`src/rtl/weight_fetch_ctrl.sv`:
```
// Weight fetch controller: walks the weight RAM in im2col-GEMM order and
// assembles PE_COLS-lane weight vectors for the PE array.
module weight_fetch_ctrl #(
  parameter int DATA_WIDTH = 16,
  parameter int ADDR_SIZE  = 10,
  parameter int PE_COLS    = 4,
  parameter int CNT_W      = 16
) (
  input  logic                          clk,
  input  logic                          rstn,
  input  logic                          conv_en,
  input  logic [ADDR_SIZE-1:0]          k_len,
  input  logic [CNT_W-1:0]              n_out,
  input  logic [CNT_W-1:0]              m_tiles,
  output logic [ADDR_SIZE-1:0]          weight_addr,
  output logic                          w_addr_vld,
  input  logic [DATA_WIDTH-1:0]         weight_data,
  output logic [PE_COLS*DATA_WIDTH-1:0] w_vec,
  output logic                          w_vec_valid,
  input  logic                          w_vec_ready,
  output logic                          w_vec_last,
  output logic                          w_busy,
  output logic                          w_done,
  output logic [2:0]                    dbg_state
);

  localparam int JW = (PE_COLS > 1) ? $clog2(PE_COLS) : 1;

  typedef enum logic [2:0] {
    S_IDLE    = 3'd0,
    S_FETCH   = 3'd1,
    S_CAPTURE = 3'd2,
    S_PRESENT = 3'd3,
    S_DONE    = 3'd4
  } state_t;

  state_t               state;
  logic                 conv_q, conv_q2;
  logic [ADDR_SIZE-1:0] k_r, k_cnt, grp_row, nxt_row, ptr;
  logic [CNT_W-1:0]     n_r, m_r, g0, rep;
  logic [JW-1:0]        j, cap_j;
  logic                 cap_en, cap_zero;

  logic lane_ok, last_k, more_grp, more_rep, start, last_lane, zero_cfg;

  assign lane_ok   = ({1'b0, g0} + (CNT_W+1)'(j)) < {1'b0, n_r};
  assign last_k    = (k_cnt == k_r - ADDR_SIZE'(1));
  assign more_grp  = ({1'b0, g0} + (CNT_W+1)'(PE_COLS)) < {1'b0, n_r};
  assign more_rep  = ({1'b0, rep} + (CNT_W+1)'(1)) < {1'b0, m_r};
  assign start     = conv_q && !conv_q2 && (state == S_IDLE);
  assign last_lane = (j == JW'(PE_COLS - 1));
  assign zero_cfg  = (k_len == '0) || (n_out == '0) || (m_tiles == '0);

  assign w_addr_vld  = (state == S_FETCH) && lane_ok;
  assign weight_addr = w_addr_vld ? ptr : '0;
  // Busy stays high through the w_done cycle and drops on the one after.
  assign w_busy      = (state != S_IDLE) || w_done;
  assign dbg_state   = state;

  always_ff @(posedge clk or negedge rstn) begin
    if (!rstn) begin
      state       <= S_IDLE;
      conv_q      <= 1'b0;
      conv_q2     <= 1'b0;
      k_r         <= '0;
      n_r         <= '0;
      m_r         <= '0;
      k_cnt       <= '0;
      g0          <= '0;
      rep         <= '0;
      j           <= '0;
      grp_row     <= '0;
      nxt_row     <= '0;
      ptr         <= '0;
      cap_en      <= 1'b0;
      cap_j       <= '0;
      cap_zero    <= 1'b0;
      w_vec       <= '0;
      w_vec_valid <= 1'b0;
      w_vec_last  <= 1'b0;
      w_done      <= 1'b0;
    end else begin
      conv_q   <= conv_en;
      conv_q2  <= conv_q;
      w_done   <= 1'b0;
      // Read data returns one cycle after issue; write it into its lane then.
      cap_en   <= (state == S_FETCH);
      cap_j    <= j;
      cap_zero <= !lane_ok;
      if (cap_en)
        w_vec[cap_j*DATA_WIDTH +: DATA_WIDTH] <= cap_zero ? '0 : weight_data;

      case (state)
        S_IDLE: begin
          if (start) begin
            k_r     <= k_len;
            n_r     <= n_out;
            m_r     <= m_tiles;
            k_cnt   <= '0;
            g0      <= '0;
            rep     <= '0;
            j       <= '0;
            grp_row <= '0;
            ptr     <= '0;
            state   <= zero_cfg ? S_DONE : S_FETCH;
          end
        end
        S_FETCH: begin
          ptr <= ptr + k_r;
          if (last_lane) begin
            j     <= '0;
            state <= S_CAPTURE;
            // At k==0 the pointer after the last lane is the next group's row.
            if (k_cnt == '0) nxt_row <= ptr + k_r;
          end else begin
            j <= j + JW'(1);
          end
        end
        S_CAPTURE: begin
          w_vec_valid <= 1'b1;
          w_vec_last  <= last_k;
          state       <= S_PRESENT;
        end
        S_PRESENT: begin
          if (w_vec_ready) begin
            w_vec_valid <= 1'b0;
            w_vec_last  <= 1'b0;
            state       <= S_FETCH;
            if (!last_k) begin
              k_cnt <= k_cnt + ADDR_SIZE'(1);
              ptr   <= grp_row + k_cnt + ADDR_SIZE'(1);
            end else if (more_grp) begin
              k_cnt   <= '0;
              g0      <= g0 + CNT_W'(PE_COLS);
              grp_row <= nxt_row;
              ptr     <= nxt_row;
            end else if (more_rep) begin
              k_cnt   <= '0;
              g0      <= '0;
              rep     <= rep + CNT_W'(1);
              grp_row <= '0;
              ptr     <= '0;
            end else begin
              state <= S_DONE;
            end
          end
        end
        S_DONE: begin
          w_done <= 1'b1;
          state  <= S_IDLE;
        end
        default: state <= S_IDLE;
      endcase
    end
  end

endmodule

```
`config.mk`:
```
export PLATFORM = sky130hd
export DESIGN_NAME = weight_fetch_ctrl
export DESIGN_NICKNAME = d
export VERILOG_FILES = /design/src/rtl/weight_fetch_ctrl.sv
export SDC_FILE = /design/constraint.sdc
export NUM_CORES = 1
export LEC_CHECK = 0
export ABC_CLOCK_PERIOD_IN_PS = 4420
export BUFFER_PORTS_ARGS = -buffer_cell sky130_fd_sc_hd__buf_4
export CAP_MARGIN = 15
export CELL_PAD_IN_SITES_DETAIL_PLACEMENT = 1
export CELL_PAD_IN_SITES_GLOBAL_PLACEMENT = 1
export CORE_MARGIN = 5
export CORE_UTILIZATION = 35
export CTS_CLUSTER_DIAMETER = 200
export DETAILED_ROUTE_END_ITERATION = 8
export GPL_ROUTABILITY_DRIVEN = 0
export PLACE_DENSITY = 0.69
export SLEW_MARGIN = 20
export SYNTH_ARGS = -nofsm -noshare
export SYNTH_HDL_FRONTEND = slang
export SYNTH_SLANG_ARGS = --single-unit
```
`constraint.sdc`:
```
create_clock -name clk -period 4.42 [get_ports clk]
set_input_delay 0.663 -clock clk [delete_from_list [all_inputs] [get_ports clk]]
set_output_delay 0.663 -clock clk [all_outputs]
set_load 0.01 [all_outputs]
```
Word-level counts from Yosys, hierarchy flattened:

Cells that the tools add are included.

* flip-flop bits (word level): 192
* latch bits: 0
* bits in writable memories: 0
* bits in read-only memories: 0
* output and inout port bits: 82
* word-level logic and storage cells: 120
* memories: 0

* add/subtract/negate cells: 12
* multipliers: 0
* divide/modulo/power cells: 0
* order comparisons: 3
* equal/unequal tests: 14
* shift-type cells: 2
* multiplexer cells: 42
* bitwise operators: 0
* reduce and logical (&&, ||, !) cells: 27

Operator list (number)
* 2-to-1 mux 16 bit: 10
* 2-to-1 mux 10 bit: 11
* bitwise mux 64 bit: 1
* one-hot mux 16 bit (2 select lines): 2
* variable shift 16 x 34 -> 64 bit (first input constant): 1
* variable part select 16 x 34 -> 64 bit: 1
* < comparator 17 x 16 -> 1 bit: 3
* one-hot mux 10 bit (2 select lines): 2
* negation 6 -> 34 bit: 1
* logical NOT 16 bit: 2
* one-hot mux 10 bit (3 select lines): 1
* 2-to-1 mux 3 bit: 7
* adder 10 x 1 -> 10 bit (second input constant): 2
* adder 10 bit: 2
* logical NOT 10 bit: 2
* adder 16 x 1 -> 17 bit (second input constant): 1
* adder 16 x 2 -> 17 bit: 1
* adder 16 x 3 -> 17 bit (second input constant): 1
* adder 16 x 1 -> 16 bit (second input constant): 1
* adder 16 x 3 -> 16 bit (second input constant): 1
* != test 2 bit (second input constant): 6
* one-hot mux 3 bit (4 select lines): 1
* equality test 10 bit: 1
* subtractor 10 x 1 -> 10 bit (second input constant): 1
* 22 further kinds: 38

Longest topological paths before layout:

* depth after elaboration: 7
* gate-level depth with buffers: 17
* gate-level depth less buffers: 16

Worst setup path before layout:

Ideal clock, no wire load.

* path type: reg2reg
* start: register rep[0]
* end: register ptr[0]
* data arrival time: 3574 ps
* setup slack: 721 ps
* stages on the path, launching flop included: 17
* buffers on the path: 0
* period minus slack after synthesis: 3699 ps
* cell sequence: dfrtp_1 > ha_1 > nand2_1 > nor2_1 > nand3_1 > nor2_1 > nand3_1 > xnor2_1 > ha_1 > a21oi_1 > nand2_1 > nor4_1 > a21oi_1 > nor2_1 > nor4_4 > nor3_4 > mux2_4

* longest elaborated chain between the ends: 4

RTL lines
* start: declaration: RTL line 40 `logic [CNT_W-1:0] n_r, m_r, g0, rep;`
* start signal: assignment: RTL line 140 `rep <= rep + CNT_W'(1);`
* adder 16 x 1 -> 17 bit: RTL line 49 `assign more_rep = ({1'b0, rep} + (CNT_W+1)'(1)) < {1'b0, m_r};`
* < comparator 17 x 16 -> 1 bit: RTL line 49
* != test 4 bit (no line)
* AND reduction 4 bit (no line)
* end signal: assignment: RTL line 109 `ptr <= ptr + k_r;`
* end signal: assignment: RTL line 131 `ptr <= grp_row + k_cnt + ADDR_SIZE'(1);`
* end signal: assignment: RTL line 136 `ptr <= nxt_row;`
* end: declaration: RTL line 39 `logic [ADDR_SIZE-1:0] k_r, k_cnt, grp_row, nxt_row, ptr;`

Every way passes these cells.
A chain may end at the register's enable or synchronous reset.

Worst setup path after layout:

* start: register g0[2]
* end: register ptr[2]

* longest elaborated chain between the ends: 6
* elaborated cells between the ends (all ways): 8

RTL lines
* start: declaration: RTL line 40
* start signal: assignment: RTL line 134 `g0 <= g0 + CNT_W'(PE_COLS);`
* adder 16 x 3 -> 17 bit (*): RTL line 48 `assign more_grp = ({1'b0, g0} + (CNT_W+1)'(PE_COLS)) < {1'b0, n_r};`
* < comparator 17 x 16 -> 1 bit (*): RTL line 48
* 2-to-1 mux 10 bit: RTL line 132 `end else if (more_grp) begin`
* 2-to-1 mux 10 bit: RTL line 129 `if (!last_k) begin`
* 2-to-1 mux 10 bit: RTL line 125 `if (w_vec_ready) begin`
* one-hot mux 10 bit (3 select lines): RTL line 93 `case (state)`

Every way passes the cells marked *; elsewhere a longest branch is shown, timed or not. The select of a mux whose other input is x is not followed.

==> metrics list <==
- Maximum ir drop on the vdd rail: about 0.00034 V
* Largest cells by area after synthesis: dfrtp_1 (44%), ha_1 (8.6%), o21ai_0 (6.0%)
- Averaged over all synthesized cells, the footprint is 9.570 sq um.
* Avg WL per Cell: 19.40 microns
- Met1 capacity usage during global routing: approximately 26%
* Signal arrival time at the worst endpoint: ~4.4 ns
- The worst hold path belongs to the class in2async.
- Portion of synthesized cell area occupied by the leading cell type: 44.08%
- Via/cell ratio: ~5.4
- The sequential cells in the finished layout cover a total of between 4000 and 5000 sq um.
- The worst setup path is launched from a flip-flop.
* Overall power consumption: between 8 and 9 mW
* Number of antenna violations at the first check in global routing: 1
- Of all nets on the critical path, the largest fanout is 8.
- For this design the ratio of total power to cell area is about 650 nW/um^2.
* Root Buffer Master: clkbuf_16
* Fin. Hold Viols: 0
- Final worst path period need: slightly above 4 ns
- Crit Path Class: reg2reg
* TritonRoute pass-1 iters: 6
- In the final layout, the share of cells above drive strength 1 is a little over a fifth.
* Grt met3 use: between 2 and 3%
- The die is about 190 microns wide.
* Post-synthesis to final-layout area growth: 20.06%
* Worst r2r path cells: 15
- YS warnings: 0
- Gate count after technology mapping: between 1,000 and 1,500
* Commonest non-fill, non-tap cell in the layout: dfrtp_1
- The multi-input combinational cells in the finished layout cover a total of 5675 sq um.
- The net count of the finished layout is between 1,000 and 1,500.
- The die covers approximately 34,000 sq um.
* Number of primary I/O pins: approximately 140
* Slew at the pin closest to its max-slew limit: approximately 0.87 ns
* Setup violators final: 0
- Required @ worst endpoint: 4.75 ns
- Remaining global-route overflow: 0
- GRT Total Usage: a little under a fifth
- Tightest slew margin relative to the limit: between 40% and 50%
* Clk slew on worst S/H paths: about 0.080 ns
- Gr busiest metal: met2
* Synth cell types: 69
* Initial DRC Count: approximately 410
- Remaining DRCs: 0
- After filler insertion, the fill cell instance count of the layout stands at around 3,500.
* Wire length of the first global-routing pass: between 50,000 and 60,000 microns
- The via count of the first global-routing pass is approximately 9,500.
* Upper clock frequency limit: between 200 and 250 MHz
- Cell area after synthesis: about 11,000 sq um
- Max-slew violation count: 0
* Effective utilization at floorplan: 35.35%
- Status: finished clean
- Fraction of synthesis flops using an asynchronous set or reset pin: 100.0%
- Number of antenna diodes: 0
- The share of the Yosys chip area taken by registers is 44.08%.
* Ys flop type: dfrtp_1
- In this run, synthesis produced a sequential element count of 190.
* Wire length after detailed routing: about 32,000 microns
- The floorplan has 64 rows.
- The clock reaches the later pin of the worst-skew pair after around 0.45 ns.
- H-tree depth: 4
* Worst-case setup slack after placement: ~0.27 ns
- Global routing consumed, on the met2 layer, 32.43% of the routing resources.
- Input and output buffers added on the ports amount to 143.
- Summed over all instances, the cell type with the most area after synthesis is dfrtp_1.
* Detailed placer's ending HPWL: about 24,000 microns
- Final worst setup slack: 0.3381 ns
- Net count after synthesis: about 1,300
* Num CTS Buffers: 17
- Kind of capture point of the worst setup path: flip-flop
* Vias post-DR: around 9,000
- Die boundary height: approximately 190 microns
* Leakage power total: 6.265 nW
- After floorplanning, the core was sized to cover 30,510 sq um.
- Clock tree from TritonCTS: done
* Maximum count of clock buffers along a single path: 2
- Most frequent cells in the layout: dfrtp_1 (190), buf_4 (160), nand2_1 (144)
- Antenna-violating nets left: 0
* Maxcap violations: 0
* Skew final: between 0.015 and 0.02 ns
- Clock sinks: 190
- Entering global routing, the biggest net connects 80 pins.
- The synthesized design contains 0 enable-type register cells.
- Fin crit share: between 90% and 100%
==> worst max-delay path: stages, from the launching register on <==
cell,delay (ns)
dfrtp_1,0.44
ha_1,0.27
nand3_1,0.26
nor3_2,0.34
and3_1,0.20
nand3_1,0.09
xnor2_1,0.16
ha_1,0.31
o21a_1,0.11
o21ai_0,0.09
a311oi_1,0.47
nor2_1,0.20
nor4_4,0.47
nor3_4,0.10
buf_12,0.16
mux2_4,0.29
==> where the power goes <==
group / internal (mW) / switching (mW) / total, mW / leakage [nW]
sequential: 2.39 / 0.644 / 3.03 / 2.49
combinational: 1.73 / 2.10 / 3.84 / 3.49
clock: 0.775 / 0.766 / 1.54 / 0.288
==> cell families after synthesis <==
| family | synth area share (%) |
|---|---|
| compound gates | 15.37 |
| xor+xnor | 4.385 |
| other cells | 0.03477 |
| simple gates | 17.76 |
| buf+inv | 3.538 |
| flops | 44.08 |
| fa+ha+maj | 8.956 |
| mux | 5.870 |
==> cell type report <==
class	count	share of cell area, %
clock buffer	19	3.421
clock inverter	13	1.131
inverter	53	1.536
multi-input combinational	837	43.83
sequential	190	36.72
tap	396	3.826
timing repair buffer	162	9.537
==> through the flow <==
step	instances	util [%]	instance area (sq um)	hold slack, ns	setup TNS (ns)
global placement	1637	40.36	12310	0.4044	0
finish	1670	42.44	12950	0.2250	0
global route	1670	42.44	12950	0.2774	-0.02101
CTS	1669	42.31	12910	0.2586	0
floorplan	1127	-	10790	0.3674	0
detailed placement	1637	40.37	12320	0.4076	0
==> state kept, by name (all words and copies together) (netlist names), 3 cells and up <==
signal     cells
dbg_state      3
g0            14
grp_row       10
k_cnt         10
k_r           10
m_r           16
n_r           16
nxt_row       10
ptr           10
rep           16
w_vec         64
==> final timing paths <==
check | start | end | slack, ns
worst max-delay path | g0[2] | ptr[2] | 0.34
worst min-delay path | rstn | w_vec[11] | 0.22
worst max register to register | g0[2] | ptr[2] | 0.34
worst min register to register | conv_q | conv_q2 | 0.44
max in group asynchronous | rstn | w_vec[16] | 3.11
min in group clk | conv_en | conv_q | 0.33
==> cell usage after synthesis, types with 5 or more instances <==
cell      count
dfrtp_1     190
nand2_1     144
o21ai_0     129
ha_1         74
inv_1        53
mux2_2       46
nor2_1       46
clkbuf_1     42
nand3_1      39
a21oi_1      38
nand2b_1     35
xnor2_1      34
nor3_1       20
xor2_1       20
a21o_1       19
nor4_1       18
and2_1       16
nand4_1      13
a31oi_1      12
and3_1       12
nor2b_1       8
a211oi_1      7
a22o_1        7
mux2_4        7
a221o_1       5
buf_2         5
o21a_1        5
o22ai_1       5
o31ai_1       5
or2_2         5
==> per-layer routing <==
layer | routed length (microns) | vias up
met4 | 436 | 0
met3 | 1428 | 26
met5 | 0 | -
met1 | 14830 | 4498
li1 | - | 4271
met2 | 15700 | 172
==> what timing repair did <==
item,4_1_cts,5_1_grt
hold buffers,0,0
buffers inserted,0,1
gates resized for setup,0,6
endpoints found under the setup margin,0,30
No activity file was read; power rests on OpenSTA's default activity.
